===== src/rtl/adc7478_pkg.sv =====
// Shared types and timing constants for the AD7478 serial ADC controller.
package adc7478_pkg;

  typedef enum logic [2:0] {
    ST_IDLE,
    ST_WAKE,
    ST_PWRUP,
    ST_CONV,
    ST_QUIET,
    ST_PDOWN
  } state_t;

  localparam int SCLK_HALF    = 2;
  localparam int FRAME_SCLKS  = 16;
  localparam int DATA_FIRST   = 5;
  localparam int DATA_LAST    = 12;
  localparam int PD_SCLKS     = 4;
  localparam int QUIET_CYCLES = 4;
  localparam int PWRUP_CYCLES = 50;

  localparam int SCLK_CNT_W = $clog2(FRAME_SCLKS + 1);
  localparam int WAIT_CNT_W = $clog2(PWRUP_CYCLES + 1);

  // Samples arrive MSB first: sample 1 lands in the top bit of the frame word.
  function automatic int sample_bit(input int sample_no);
    return FRAME_SCLKS - sample_no;
  endfunction

endpackage


===== src/rtl/adc7478_sclk_gen.sv =====
// SCLK generator: SCLK_HALF cycles high then SCLK_HALF low while enabled, counting completed
// periods; finishes a burst of 'sclks' periods with one extra high phase and reports done.
module adc7478_sclk_gen
  import adc7478_pkg::*;
(
  input  logic                  clk_in,
  input  logic                  rst,
  input  logic                  en,
  input  logic [SCLK_CNT_W-1:0] sclks,
  output logic                  sclk,
  output logic                  sample,
  output logic                  done,
  output logic [SCLK_CNT_W-1:0] edge_cnt
);

  localparam int PHASE_W = $clog2(2 * SCLK_HALF);

  logic [PHASE_W-1:0]    phase_reg, phase_next;
  logic [SCLK_CNT_W-1:0] cnt_reg, cnt_next;
  logic                  sclk_reg;
  logic                  last_high;

  assign last_high = en && (phase_reg == PHASE_W'(SCLK_HALF - 1));
  assign done      = last_high && (cnt_reg == sclks);
  assign sample    = last_high && (cnt_reg < sclks);
  assign sclk      = sclk_reg;
  assign edge_cnt  = cnt_reg;

  always_comb begin
    phase_next = phase_reg;
    cnt_next   = cnt_reg;
    if (!en || done) begin
      phase_next = '0;
      cnt_next   = '0;
    end else if (phase_reg == PHASE_W'(2 * SCLK_HALF - 1)) begin
      phase_next = '0;
      cnt_next   = cnt_reg + 1'b1;
    end else begin
      phase_next = phase_reg + 1'b1;
    end
  end

  // sclk is registered from the next phase so the pin never glitches.
  always_ff @(posedge clk_in or posedge rst) begin
    if (rst) begin
      phase_reg <= '0;
      cnt_reg   <= '0;
      sclk_reg  <= 1'b1;
    end else begin
      phase_reg <= phase_next;
      cnt_reg   <= cnt_next;
      sclk_reg  <= (phase_next < PHASE_W'(SCLK_HALF));
    end
  end

endmodule


===== src/rtl/adc7478_ctrl.sv =====
// AD7478 serial master: frames CS, runs SCLK at clk_in/4, returns the 8 data bits with an eoc pulse.
// Optional ADC7478_ZERO_CHECK_EN adds frame_err, flagging a 1 in any leading/trailing zero sample.
module adc7478_ctrl
  import adc7478_pkg::*;
#(
  parameter logic DEFAULT_STATE               = 1'b0,
  parameter logic POWER_DOWN_AFTER_CONVERTING = 1'b0
) (
  input  logic       clk_in,
  input  logic       rst,
  input  logic       start,
  output logic       cs,
  output logic       clk,
  input  logic       so,
  output logic       eoc,
  output logic [7:0] data
`ifdef ADC7478_ZERO_CHECK_EN
  ,
  output logic       frame_err
`endif
);

  localparam int DATA_MSB = sample_bit(DATA_FIRST);
  localparam int DATA_LSB = sample_bit(DATA_LAST);
`ifdef ADC7478_ZERO_CHECK_EN
  localparam int CAP_HI = FRAME_SCLKS - 1;
  localparam int CAP_LO = 0;
`else
  localparam int CAP_HI = DATA_MSB;
  localparam int CAP_LO = DATA_LSB;
`endif

  state_t                state_reg;
  logic                  cs_reg;
  logic                  eoc_reg;
  logic [7:0]            data_reg;
  logic                  asleep_reg;
  logic [WAIT_CNT_W-1:0] wait_cnt_reg;
  logic [CAP_HI:CAP_LO]  frame_reg;
  logic [CAP_HI:CAP_LO]  cap_hit;

  logic                  sclk_en;
  logic [SCLK_CNT_W-1:0] sclks;
  logic                  sample;
  logic                  done;
  logic [SCLK_CNT_W-1:0] edge_cnt;

  assign sclk_en = (state_reg == ST_CONV) || (state_reg == ST_WAKE) || (state_reg == ST_PDOWN);
  assign sclks   = (state_reg == ST_PDOWN) ? SCLK_CNT_W'(PD_SCLKS) : SCLK_CNT_W'(FRAME_SCLKS);

  adc7478_sclk_gen u_sclk_gen (
    .clk_in   (clk_in),
    .rst      (rst),
    .en       (sclk_en),
    .sclks    (sclks),
    .sclk     (clk),
    .sample   (sample),
    .done     (done),
    .edge_cnt (edge_cnt)
  );

  // Each kept frame bit captures so on the sample strobe of its own SCLK period.
  genvar gi;
  generate
    for (gi = CAP_LO; gi <= CAP_HI; gi++) begin : g_cap
      assign cap_hit[gi] = sample && (edge_cnt == SCLK_CNT_W'(FRAME_SCLKS - 1 - gi));
    end
  endgenerate

  always_ff @(posedge clk_in or posedge rst) begin
    if (rst) begin
      frame_reg <= '0;
    end else begin
      for (int i = CAP_LO; i <= CAP_HI; i++) begin
        if (cap_hit[i]) frame_reg[i] <= so;
      end
    end
  end

`ifdef ADC7478_ZERO_CHECK_EN
  logic err_reg;
  assign frame_err = err_reg;

  always_ff @(posedge clk_in or posedge rst) begin
    if (rst) begin
      err_reg <= 1'b0;
    end else if (state_reg == ST_CONV && done) begin
      err_reg <= (|frame_reg[FRAME_SCLKS-1:DATA_MSB+1]) || (|frame_reg[DATA_LSB-1:0]);
    end
  end
`endif

  always_ff @(posedge clk_in or posedge rst) begin
    if (rst) begin
      state_reg    <= ST_IDLE;
      cs_reg       <= 1'b1;
      eoc_reg      <= 1'b0;
      data_reg     <= '0;
      asleep_reg   <= DEFAULT_STATE;
      wait_cnt_reg <= '0;
    end else begin
      eoc_reg <= 1'b0;
      case (state_reg)
        ST_IDLE: begin
          if (start) begin
            cs_reg    <= 1'b0;
            state_reg <= asleep_reg ? ST_WAKE : ST_CONV;
          end
        end
        // Dummy frame only wakes the ADC; its result is dropped.
        ST_WAKE: begin
          if (done) begin
            cs_reg       <= 1'b1;
            asleep_reg   <= 1'b0;
            wait_cnt_reg <= '0;
            state_reg    <= ST_PWRUP;
          end
        end
        ST_PWRUP: begin
          if (wait_cnt_reg == WAIT_CNT_W'(PWRUP_CYCLES - 1)) begin
            cs_reg    <= 1'b0;
            state_reg <= ST_CONV;
          end else begin
            wait_cnt_reg <= wait_cnt_reg + 1'b1;
          end
        end
        ST_CONV: begin
          if (done) begin
            cs_reg       <= 1'b1;
            eoc_reg      <= 1'b1;
            data_reg     <= frame_reg[DATA_MSB:DATA_LSB];
            wait_cnt_reg <= '0;
            state_reg    <= ST_QUIET;
          end
        end
        // Quiet also follows a power-down frame; the asleep flag keeps it from looping.
        ST_QUIET: begin
          if (wait_cnt_reg == WAIT_CNT_W'(QUIET_CYCLES - 1)) begin
            if (POWER_DOWN_AFTER_CONVERTING && !asleep_reg) begin
              cs_reg    <= 1'b0;
              state_reg <= ST_PDOWN;
            end else begin
              state_reg <= ST_IDLE;
            end
          end else begin
            wait_cnt_reg <= wait_cnt_reg + 1'b1;
          end
        end
        ST_PDOWN: begin
          if (done) begin
            cs_reg       <= 1'b1;
            asleep_reg   <= 1'b1;
            wait_cnt_reg <= '0;
            state_reg    <= ST_QUIET;
          end
        end
        default: begin
          cs_reg    <= 1'b1;
          state_reg <= ST_IDLE;
        end
      endcase
    end
  end

  assign cs   = cs_reg;
  assign eoc  = eoc_reg;
  assign data = data_reg;

endmodule


===== config.mk =====
export PLATFORM = sky130hd
export DESIGN_NAME = adc7478_ctrl
export DESIGN_NICKNAME = d
export VERILOG_FILES = /design/src/rtl/adc7478_pkg.sv /design/src/rtl/adc7478_sclk_gen.sv /design/src/rtl/adc7478_ctrl.sv
export SDC_FILE = /design/constraint.sdc
export NUM_CORES = 1
export LEC_CHECK = 0
export ABC_AREA = 0
export BUFFER_PORTS_ARGS = -buffer_cell sky130_fd_sc_hd__buf_4
export CORE_ASPECT_RATIO = 0.5
export CORE_UTILIZATION = 30
export DETAILED_ROUTE_END_ITERATION = 6
export PLACE_DENSITY = 0.51
export RECOVER_POWER = 25
export SETUP_SLACK_MARGIN = 0.2
export SLEW_MARGIN = 15
export SYNTH_ARGS = -nofsm -noshare
export SYNTH_HDL_FRONTEND = slang
export SYNTH_SLANG_ARGS = --single-unit

===== constraint.sdc =====
create_clock -name clk_in -period 3.1 [get_ports clk_in]
set_clock_uncertainty 0.1 [all_clocks]
set_input_delay 0.155 -clock clk_in [delete_from_list [all_inputs] [get_ports clk_in]]
set_output_delay 0.155 -clock clk_in [all_outputs]
set_load 0.02 [all_outputs]

Word-level counts from Yosys, hierarchy flattened
Index checks and enable logic that the tools add are counted.
- word-level logic and storage cells: 100
- ROM bits: 0
- input bits: 4
- memories: 0
- register bits after elaboration: 36
- bits in latches: 0
- output and inout port bits: 11
- memory bits (writable): 0
- $mul: 0
- eq/ne operators: 27
- bitwise logic cells: 1
- order comparisons: 2
- mux-type cells: 24
- shift operators: 0
- reduce and logical (&&, ||, !) cells: 26
- add/sub/neg operators: 3
- divide/modulo/power cells: 0
- operator list (operator ; count):
    $eq 5x3->1 const B ; 4
    $eq 5x4->1 const B ; 4
    $mux 6 ; 3
    $pmux 6 s3 ; 1
    $mux 3 ; 5
    $mux 5 ; 3
    $pmux 3 s5 ; 1
    $logic_and 1x1->1 ; 11
    $ne 2x2->1 const B ; 5
    $ne 2x1->1 const B ; 4
    $reduce_and 4->1 ; 2
    $add 6x1->6 const B ; 1
    $eq 3x2->1 const B ; 2
    $eq 3x3->1 const B ; 2
    $eq 6x2->1 const B ; 1
    $eq 6x6->1 const B ; 1
    $mux 1 ; 6
    $mux 2 ; 3
    $add 5x1->5 const B ; 1
    $eq 5x5->1 ; 1
    $lt 5x5->1 ; 1
    $reduce_and 5->1 ; 1
    $pmux 1 s4 ; 1
    $reduce_bool 2->1 ; 2
    15 further kinds ; 17

Logic depth before layout (Yosys ltp)
Gate-level depths: netlist of the first run.
- depth after elaboration: 8
- mapped depth: 9
- gate-level depth less buffers: 8

By module
From an unflattened synthesis of the first run, not the netlist that was laid out.
- cell total of the unflattened synthesis: 180
- area total of the unflattened synthesis: 1941.9 um2
- by module, submodules not included (module ; instances ; cells each ; seq. area each (um2) ; area an instance (um2)):
    adc7478_ctrl ; 1 ; 129 ; 701.9 ; 1445.1
    adc7478_sclk_gen ; 1 ; 51 ; 201.4 ; 496.7

Least setup slack after synthesis of the first run
Ideal clock, no wire load.
- path type: flip-flop to flip-flop
- start point: register state_reg[2]
- end point: register data_reg[0] (netlist: data[0])
- library setup time: 125 ps
- arrival: 2314 ps
- cell stages (with the launch flop): 9
- path slack: 561 ps
- period minus slack after synthesis: 2539 ps
- buffers on the path: 1
- required time: 2875 ps
- cell sequence: dfrtp_1 buf_1 nand2_1 nor2_1 ha_1 nand4_1 or3b_4 nor3b_4 mux2_2
- elaborated cells between the ends (all ways): 10
- those cells by class: eq/ne (4); mux (1); reduce/logical (5)
- RTL lines (what ; RTL line ; source):
    from (decl) ; adc7478_ctrl.sv:33 ; state_t state_reg;
    from (signal assigned) ; adc7478_ctrl.sv:107 ; state_reg <= asleep_reg ? ST_WAKE : ST_CONV;
    $eq 3x3->1 ; adc7478_ctrl.sv:49 ; assign sclks = (state_reg == ST_PDOWN) ? SCLK_CNT_W'(PD_SCLKS) : SCLK_CNT_W'(FRAME_SCLKS);
    $mux 5 ; adc7478_ctrl.sv:49 ;
    via sclks[2] ; adc7478_ctrl.sv:43 ; logic [SCLK_CNT_W-1:0] sclks;
    $eq 5x5->1 ; adc7478_sclk_gen.sv:24 ; assign done = last_high && (cnt_reg == sclks);
    $logic_and 1x1->1 ; adc7478_sclk_gen.sv:24 ;
    $reduce_and 2->1 (no source line) ; - ;
    to (signal assigned) ; adc7478_ctrl.sv:131 ; data_reg <= frame_reg[DATA_MSB:DATA_LSB];
    to (decl) ; adc7478_ctrl.sv:36 ; logic [7:0] data_reg;
The timed path passes the listed nets, and every way through them passes these cells.
A chain may end at the register's enable or synchronous reset.

Worst setup path in the final report of the first run
- start point: register state_reg[0]
- end point: register data_reg[6] (netlist: data[6])
Same word-level chain as after synthesis.

==> impl_metrics.toml, run 1 <==
[route]
drc = 0
first_pass_iters = 4
vias_per_cell = 4.811
routedWlPerCell_um = 12.87
antenna_left = 0
dr.first_iter.drc_count = 25
vias = 1198
drt_wl_total_mm = 3.204

[critical_path]
crit_type = "flip-flop to flip-flop"
setup.worst_path.end_class = "flip-flop"
path_delay_family = "simple AND/OR/NAND/NOR gates"
cpPeakStageDelay_ns = 0.53
worstPathCellList = "nand2_1 -> nor2_1 -> ha_1 -> nand4_1 -> or3b_4 -> nor3b_4 -> mux2_2"
required_ns = 3.16
cp_max_fo = 12
cp_num_buf_inv = 0
critPathLaunchType = "flip-flop"
crit_path_top_delay_cell = "dfrtp_1"
rrSetupSlack_ns = 0.48
arrival_ns = 2.68

[clocking]
clk_latency_ns = 0.28
cts-root-buf = "clkbuf_16"
cts_setup_buffers = 0
htreeDepth = 2
clockBufferDepth = 2
path_clk_slew_ns = 0.06
numCtsBuffers = 5
cts_tree = "built"
cts_sinks = 36

[timing]
max_freq_ghz = 0.3818
timing.final.crit_share_pct = 84.48
min_period_ns = 2.619
rsz0062_at_grt = "false"
hold_viol = 0
worst_pin_slew_ns = 0.5673
finalSetupTns_ns = 0
setup_ws_ns = 0.4810
relSlewSlack_pct = 61.84
slew_violations = 0
setup_violations = 0

[synthesis]
synthXorXnorAreaFrac_pct = 1.982
synth-compound-area-share_pct = 9.766
synth_fa_ha_area_share_pct = 7.077
syn_nets = 169
async_reset_ff_share_pct = 100.0
ys_seq_area_share_pct = 51.10
yosys.area_share.simple_pct = 14.58
synth-seq-cells = 36
syn_avg_cell_area_um2 = 11.41
post-synth-top-count-cell = "dfrtp_1"
synth_common_cells = "dfrtp_1, mux2_2, nand2_1, nor2_1, ha_1"
muxShareOfSynthArea_pct = 12.67
synthDominantCellAreaShare_pct = 48.12
synth_top_family_by_area = "simple AND/OR/NAND/NOR gates"
synthTopCellsByArea = "dfrtp_1, mux2_2, ha_1, dfstp_2, nand2_1"
synth_area_um2 = 1768
synth_cell_types = 38
synth_cells = 155
yosys_warnings = 0
synth_top_area_cell = "dfrtp_1"
ys.flop_type = "dfrtp_1"
synth_edf_count = 0

[global_route]
grt_pass1_wl_mm = 5.664
gr-total-overflow = 0
first_global_vias = 1223
antenna_found_initial = 0
grtUsageTotal_pct = 11.61
grt_max_degree = 37

[die]
die_y_um = 56.28
dieArea_um2 = 6223
start_util_pct = 31.65
core.rowCount = 19
die_w_um = 110.6
core_area_um2 = 5587
io_pins = 15

[pwr]
power_density_nw_per_um2 = 499.0
power.total_mw = 1.067
p_leak_nw = 0.9838
ir_worst_vdd_mv = 0.1932

[layout]
syn2layout_area_growth_pct = 20.95
nets = 189
multiInputGateArea_um2 = 814.5
n_antenna_cell = 0
post-route-util_pct = 38.28
drive_gt1_share_pct = 29.55
final_cell_area_um2 = 2138
fill_cells = 546
seqCellArea_um2 = 904.6

[placed_design]
dpl_cell_area_um2 = 1967
port_buffers = 14
place_hpwl_mm = 2.306
pre_cts_ws_ns = 0.3910
gp_congestion = 0.7216

[hold_path]
hold_path_class = "primary input to flip-flop"

[flow_run]
max-cap-violations = 0

[outcome]
status = "finished clean"
## worst paths after layout
path	cells past startpoint	endpoint	startpoint
worst max-delay path	7	data[6]$_DFFE_PP0P_	state_reg[0]$_DFFE_PP0P_
worst min-delay path	2	frame_reg[6]$_DFFE_PP0P_	so
worst max register to register	7	data[6]$_DFFE_PP0P_	state_reg[0]$_DFFE_PP0P_
worst min register to register	1	u_sclk_gen.phase_reg[0]$_DFF_PP0_	u_sclk_gen.phase_reg[0]$_DFF_PP0_
max in group asynchronous	4	u_sclk_gen.sclk$_DFF_PP1_	rst
min in group asynchronous	4	data[3]$_DFFE_PP0P_	rst
## kinds of logic (layout without fill, tap and decap cells)
group | count (synthesis) | in the layout
xor gates and xnor gates | 4 | 4
AOI/OAI and AO/OA | 25 | 25
DFF | 36 | 36
muxes | 20 | 20
adders and majority gates | 10 | 10
buffers and inverters | 13 | 34
and+or+nand+nor | 47 | 47
## cell usage in the layout, fill, tap and decap left out, types with 3 or more instances in the layout
cell,instances
dfrtp_1,33
mux2_2,19
buf_4,14
nand2_1,12
nor2_1,12
ha_1,10
inv_1,8
a21oi_1,6
clkbuf_16,5
nand4_1,4
o21ai_0,4
and3_1,3
nor2b_1,3
## layout make-up
| class | instances | share of cell area [%] |
|---|---|---|
| Inverter | 8 | 1.404 |
| Sequential cell | 36 | 42.31 |
| Timing Repair Buffer | 18 | 6.085 |
| Clock inverter | 3 | 1.989 |
| Tap cell | 73 | 4.272 |
| Clock buffer | 5 | 5.851 |
| Multi-Input combinational cell | 106 | 38.09 |
## what timing repair did
action,CTS,global route
gates resized for setup,0,1
hold buffers,1,0
hold endpoints to repair,34,0
setup endpoints to repair,0,2
## per-stage QoR
step | std cells | hold WS, ns
after detailed placement | 240 | 0.2013
after global routing | 249 | 0.08785
final | 249 | 0.07869
after CTS | 249 | 0.07865
after global placement | 240 | 0.1970
after floorplan | 155 | 0.2055
## metal layers
metal	share of wire, %	GRT usage, %	vias up
li1	-	-	583
met1	50	14.11	596
met2	46	19.52	15
met3	2.4	3.564	4
met4	1.5	4.571	0
met5	0	0	-
## power by group
group / internal [mW] / switching (mW)
logic: 0.00962 / 0.0142
registers: 0.477 / 0.00299
clock network: 0.377 / 0.186
Note: power is estimated with default switching activity, not from simulation.
==> inputs of run 2 (changes only) <==
--- a/config.mk
+++ b/config.mk
@@ -5,7 +5,7 @@
 export SDC_FILE = /design/constraint.sdc
 export NUM_CORES = 1
 export LEC_CHECK = 0
-export ABC_AREA = 0
+export ABC_AREA = 1
 export BUFFER_PORTS_ARGS = -buffer_cell sky130_fd_sc_hd__buf_4
 export CORE_ASPECT_RATIO = 0.5
 export CORE_UTILIZATION = 30
==> constraint.sdc (replaced) <==
create_clock -name clk_in -period 2.6 [get_ports clk_in]
set_clock_uncertainty 0.1 [all_clocks]
set_input_delay 0.13 -clock clk_in [delete_from_list [all_inputs] [get_ports clk_in]]
set_output_delay 0.13 -clock clk_in [all_outputs]
set_load 0.02 [all_outputs]
==> run 2 against run 1 <==
  * Maximum frequency grew 20%
  * Sequential cell count is the same
  * Sequential power rose by 19%
  * Sequential share of layout area fell by 3.3 points
  * Cell count increased by 45%
  * First-iteration DRC count rose to 3.7 times the previous value
  * Critical path depth rose by 6
  * Setup slack got worse by 0.067 ns
  * Critical path type unchanged
  * Largest power group unchanged
  * Highest routed layer unchanged
==> impl_metrics.toml, run 2 <==
[outcome]
status = "finished clean"

[synthesis]
ys_seq_area_share_pct = 45.38
synth_cells = 253
synth_cell_types = 25
synth_top_area_cell = "dfrtp_1"
ys.flop_type = "dfrtp_1"
synthDominantCellAreaShare_pct = 42.74
synth_area_um2 = 1991
syn_nets = 267
yosys_warnings = 0
synth_edf_count = 0
syn_avg_cell_area_um2 = 7.868
synth-seq-cells = 36
post-synth-top-count-cell = "nand2_1"
synthTopCellsByArea = "dfrtp_1, nand2_1, inv_1, ha_1, nand3_1"
synth_common_cells = "nand2_1, inv_1, dfrtp_1"
async_reset_ff_share_pct = 100.0

[placed_design]
gp_congestion = 0.7809
place_hpwl_mm = 2.748
dpl_cell_area_um2 = 2192
placed_cells = 353
port_buffers = 14

[global_route]
first_global_vias = 1514
gr-total-overflow = 0
grt_max_degree = 37
antenna_found_initial = 0
grtUsageTotal_pct = 12.99
grt_pass1_wl_mm = 6.810

[clocking]
clk_latency_ns = 0.28
cts_tree = "built"
clockBufferDepth = 2
numCtsBuffers = 5
cts-root-buf = "clkbuf_16"
path_clk_slew_ns = 0.05
htreeDepth = 2
cts_sinks = 36

[critical_path]
path_delay_family = "simple AND/OR/NAND/NOR gates"
cpMostUsedCell = "nand2_1"
crit_type = "flip-flop to flip-flop"
worstPathCellList = "nand2_1 -> inv_1 -> nand2_1 -> inv_1 -> ha_1 -> nand2_1 -> inv_1 -> nand2_1 -> o21ai_1 -> buf_4 -> nand3_1 -> nand2_1 -> nand2_1"
cp-startpoint = "state_reg[0]$_DFFE_PP0P_"
setup.worst_path.end_class = "flip-flop"
arrival_ns = 2.25
required_ns = 2.67
crit_path_top_delay_cell = "dfrtp_1"
critPathLaunchType = "flip-flop"
cp_max_fo = 7
cpPeakStageDelay_ns = 0.42
reg2reg_from = "state_reg[0]$_DFFE_PP0P_"
cp_num_buf_inv = 4

[route]
dr.first_iter.drc_count = 93
antenna_left = 0
vias = 1602
first_pass_iters = 4
drc = 0
vias_per_cell = 4.425
routedWlPerCell_um = 10.51
drt_wl_total_mm = 3.805

[layout]
syn2layout_area_growth_pct = 16.34
post-route-util_pct = 37.17
nets = 287
final_cell_mix = "nand2_1, inv_1, dfrtp_1"
fill_cells = 641
multiInputGateArea_um2 = 904.6
seqCellArea_um2 = 903.4
final_common_cell = "nand2_1"
n_antenna_cell = 0
final_cell_area_um2 = 2316
fin_cells = 362
drive_gt1_share_pct = 9.124

[hold_path]
hold_path_class = "primary input to flip-flop"
hp-start = "so"

[die]
io_pins = 15
core.rowCount = 20
start_util_pct = 31.95
die_w_um = 117.2
die_y_um = 59.60
core_area_um2 = 6231
dieArea_um2 = 6985

[flow_run]
max-cap-violations = 0

[timing]
setup_violations = 0
rsz0062_at_grt = "false"
relSlewSlack_pct = 39.76
hold_viol = 0
finalSetupTns_ns = 0
min_period_ns = 2.186
slew_violations = 0
worst_pin_slew_ns = 0.9036
max_freq_ghz = 0.4575
whs_ns = 0.06357
timing.final.crit_share_pct = 84.07

[pwr]
ir_worst_vdd_mv = 0.2229
power_density_nw_per_um2 = 516.3
p_leak_nw = 1.107
==> run 2: power breakdown <==
group	switching (mW)	internal, mW
Clock	0.221	0.381
Combinational	0.0161	0.00679
Sequential	0.00318	0.567
==> run 2: worst paths after layout <==
check,cells past startpoint,to,slack (ns)
max,13,state_reg[1]$_DFFE_PP0P_,0.41
min,3,frame_reg[10]$_DFFE_PP0P_,0.06
max reg2reg,13,state_reg[1]$_DFFE_PP0P_,0.41
min reg2reg,2,cs$_DFFE_PP1P_,0.36
max in group asynchronous,4,wait_cnt_reg[4]$_DFFE_PP0P_,1.25
min in group asynchronous,4,state_reg[2]$_DFFE_PP0P_,0.59
==> run 2: cell families (layout without fill, tap and decap cells) <==
group | after synthesis | in the layout | share of synthesized area, %
buffers and inverters | 42 | 63 | 9.176
adder cells (fa/ha/maj) | 10 | 10 | 6.285
AO/OA/AOI/OAI | 20 | 20 | 5.909
flip-flops | 36 | 36 | 45.38
AND/OR/NAND/NOR | 141 | 141 | 31.49
XOR/XNOR | 4 | 4 | 1.760
==> run 2: worst reg2reg max path, cell delays in order (launching register included) <==
cell and delay (ns):
dfrtp_1 0.42, nand2_1 0.11, inv_1 0.05, nand2_1 0.07, inv_1 0.07, ha_1 0.29, nand2_1 0.06, inv_1 0.05
nand2_1 0.09, o21ai_1 0.29, buf_4 0.22, nand3_1 0.10, nand2_1 0.10, nand2_1 0.05
==> run 2: routing by layer <==
layer | global-route usage [%] | part of all wire [%] | routed length [µm]
met1 | 16.43 | 49 | 1855
met2 | 21.85 | 46 | 1742
met3 | 2.761 | 3.9 | 150
met4 | 5.425 | 1.5 | 57
met5 | 0 | 0 | 0
==> run 2: final cells by class <==
| type | count | area share [%] |
|---|---|---|
| clock inverter | 1 | 0.3241 |
| sequential | 36 | 39.01 |
| tap | 88 | 4.754 |
| timing repair buffer | 20 | 5.024 |
| clock buffer | 7 | 6.159 |
| inverter | 35 | 5.673 |
| multi-input combinational | 175 | 39.06 |
==> run 2: per-stage QoR <==
step	power (mW)	worst slack, ns
finish	1.196	0.4141
floorplan	0.5939	0.5071
CTS	1.215	0.2390
global route	1.239	0.2066
global placement	0.6032	0.3508
detailed placement	0.6040	0.2523
==> run 2: what timing repair did <==
action | 4_1_cts | 5_1_grt
endpoints found under the setup margin | 0 | 10
endpoints found under the hold margin | 34 | 0
setup buffers | 0 | 0
resized for setup | 0 | 1
hold buffers | 1 | 0
==> inputs of run 3 (changes only) <==
--- a/config.mk
+++ b/config.mk
@@ -5,7 +5,7 @@
 export SDC_FILE = /design/constraint.sdc
 export NUM_CORES = 1
 export LEC_CHECK = 0
-export ABC_AREA = 1
+export ABC_AREA = 0
 export BUFFER_PORTS_ARGS = -buffer_cell sky130_fd_sc_hd__buf_4
 export CORE_ASPECT_RATIO = 0.5
 export CORE_UTILIZATION = 30
==> constraint.sdc (replaced) <==
create_clock -name clk_in -period 2.09 [get_ports clk_in]
set_clock_uncertainty 0.1 [all_clocks]
set_input_delay 0.1045 -clock clk_in [delete_from_list [all_inputs] [get_ports clk_in]]
set_output_delay 0.1045 -clock clk_in [all_outputs]
set_load 0.02 [all_outputs]
==> run 3 against run 2 <==
  * The run now ends with setup timing left
  * Critical path depth is 5 lower
  * Sequential power is 25% higher
  * Setup slack worse by 0.61 ns
  * Sequential cell count stayed put
  * Non-clock buffer count is 16 higher
  * Final area is 0.76% higher
  * Sequential share of layout area is 0.29 points lower
  * Global-route usage is 0.17 points lower
  * Clock power is 41% higher
  * Hold slack worse by 0.051 ns
==> impl_metrics.toml, run 3 (synthesis gave the netlist of run 1 again) <==
[clocking]
htreeDepth = 2
numCtsBuffers = 5
cts_tree = "built"
path_clk_slew_ns = 0.06
clockBufferDepth = 2
cts-root-buf = "clkbuf_16"
cts_sinks = 36
clk_latency_ns = 0.28

[hold_path]
hold_path_class = "primary input to flip-flop"
worstHoldPathCells = 2
hp-start = "so"

[layout]
syn2layout_area_growth_pct = 31.99
drive_gt1_share_pct = 38.66
seqCellArea_um2 = 903.4
multiInputGateArea_um2 = 858.3
final_cell_area_um2 = 2333
final_cell_mix = "dfrtp_1, buf_4, mux2_2"
nets = 207
fill_cells = 533
final_common_cell = "dfrtp_1"
post-route-util_pct = 41.77
n_antenna_cell = 0

[timing]
rsz0062_at_grt = "true"
slew_violations = 0
min_period_ns = 2.281
timing.final.crit_share_pct = 109.1
hold_viol = 0
setup_ws_ns = -0.1910
max_freq_ghz = 0.4384
relSlewSlack_pct = 40.04
setup_violations = 23
worst_pin_slew_ns = 0.8994

[die]
start_util_pct = 31.65
dieArea_um2 = 6223
die_y_um = 56.28
core_area_um2 = 5587
io_pins = 15
die_w_um = 110.6
core.rowCount = 19

[critical_path]
reg2reg_from = "state_reg[2]$_DFFE_PP0P_"
arrival_ns = 2.35
worstPathCellList = "nand2_1 -> nor2_2 -> ha_1 -> nand4_1 -> or3b_4 -> nor3b_4 -> buf_12 -> mux2_2"
cp_max_fo = 9
cpPeakStageDelay_ns = 0.43
setup.worst_path.end_class = "flip-flop"
crit_path_top_delay_cell = "or3b_4"
reg2regPathDepth = 8
critPathLaunchType = "flip-flop"
cp-startpoint = "state_reg[2]$_DFFE_PP0P_"
required_ns = 2.16
crit_type = "flip-flop to flip-flop"

[pwr]
ir_worst_vdd_mv = 0.3133
power_density_nw_per_um2 = 684.0
p_leak_nw = 1.087

[route]
vias = 1235
dr.first_iter.drc_count = 52
wl_met2_mm = 1.539
highest_layer = "met4"
wl_met1_mm = 1.731
first_pass_iters = 4
drc = 0
drt_wl_total_mm = 3.458
wl_met3_um = 98
routedWlPerCell_um = 12.95
vias_per_cell = 4.625
antenna_left = 0

[placed_design]
gp_congestion = 0.7470
place_hpwl_mm = 2.387
dpl_cell_area_um2 = 2111
pre_cts_ws_ns = -0.1929
port_buffers = 14

[global_route]
gr-total-overflow = 0
grt_pass1_wl_mm = 6.106
grt_max_degree = 37
antenna_found_initial = 0
grtUsageTotal_pct = 12.82
first_global_vias = 1251

[outcome]
violations = "setup timing"
status = "finished, violations left"

[flow_run]
max-cap-violations = 0
## run 3: cell count changes in the layout (fill, tap and decap cells not counted), moves of 4 or more
cell,change
nor2_1,-9
mux2_4,+4
mux2_2,+15
clkbuf_1,-9
buf_4,+22
nand2_1,-65
nor3_1,-10
o21ai_0,-9
nand3_1,-22
inv_1,-27
## run 3: stage by stage
step	power (mW)	std cells	TNS, ns	hold WS, ns
final	1.596	267	-2.639	0.01269
after detailed placement	0.7597	257	-2.072	0.1533
after floorplan	0.7430	155	-3.411	0.1550
after CTS	1.627	267	-2.595	0.01228
after global routing	1.659	267	-5.290	0.02558
after global placement	0.7587	257	-1.508	0.1523
## run 3: layout make-up
type	count	area share (%)
repair buffers	36	12.12
clock buffers	5	5.362
well taps	73	3.914
multi-input cells	106	36.78
inverters	8	1.287
clock inverters	3	1.823
flip-flops and latches	36	38.71
## run 3: path summary, 6_finish.rpt
| path | endpoint | slack, ns |
|---|---|---|
| hold reg to reg | data[2]$_DFFE_PP0P_ | 0.40 |
| hold / removal | frame_reg[5]$_DFFE_PP0P_ | 0.01 |
| setup / recovery | data[6]$_DFFE_PP0P_ | -0.19 |
| max in group asynchronous | eoc$_DFF_PP0_ | 0.79 |
| setup reg to reg | data[6]$_DFFE_PP0P_ | -0.19 |
| min in group asynchronous | frame_reg[7]$_DFFE_PP0P_ | 0.55 |
## run 3: report_power, final
| part | switching [mW] | leakage (nW) | internal [mW] | total, mW |
|---|---|---|---|---|
| Combinational | 0.0208 | 0.549 | 0.0137 | 0.0345 |
| Clock | 0.290 | 0.0798 | 0.560 | 0.850 |
| Sequential | 0.00432 | 0.458 | 0.707 | 0.711 |
| Total | 0.315 | 1.09 | 1.28 | 1.60 |
## run 3: layer usage
metal	global-route usage, %	vias up
met3	3.564	8
li1	-	616
met2	18.81	17
met5	0	-
met1	16.88	594
met4	8.000	0
## run 3: what timing repair did
| item | in CTS | in global routing |
|---|---|---|
| cloned | 0 | 0 |
| endpoints found under the hold margin | 34 | 0 |
| setup buffers | 1 | 0 |
| endpoints found under the setup margin | 25 | 25 |
| pin swaps | 0 | 2 |
| gates resized for setup | 10 | 2 |
| hold buffers | 1 | 0 |
## run 3: critical path: cells and delay by family (launching register included)
kind	cells	cell delay [ns]
fa+ha+maj	1	0.29
mux	1	0.33
buf+inv	1	0.16
simple gates	5	0.89
flops	1	0.38
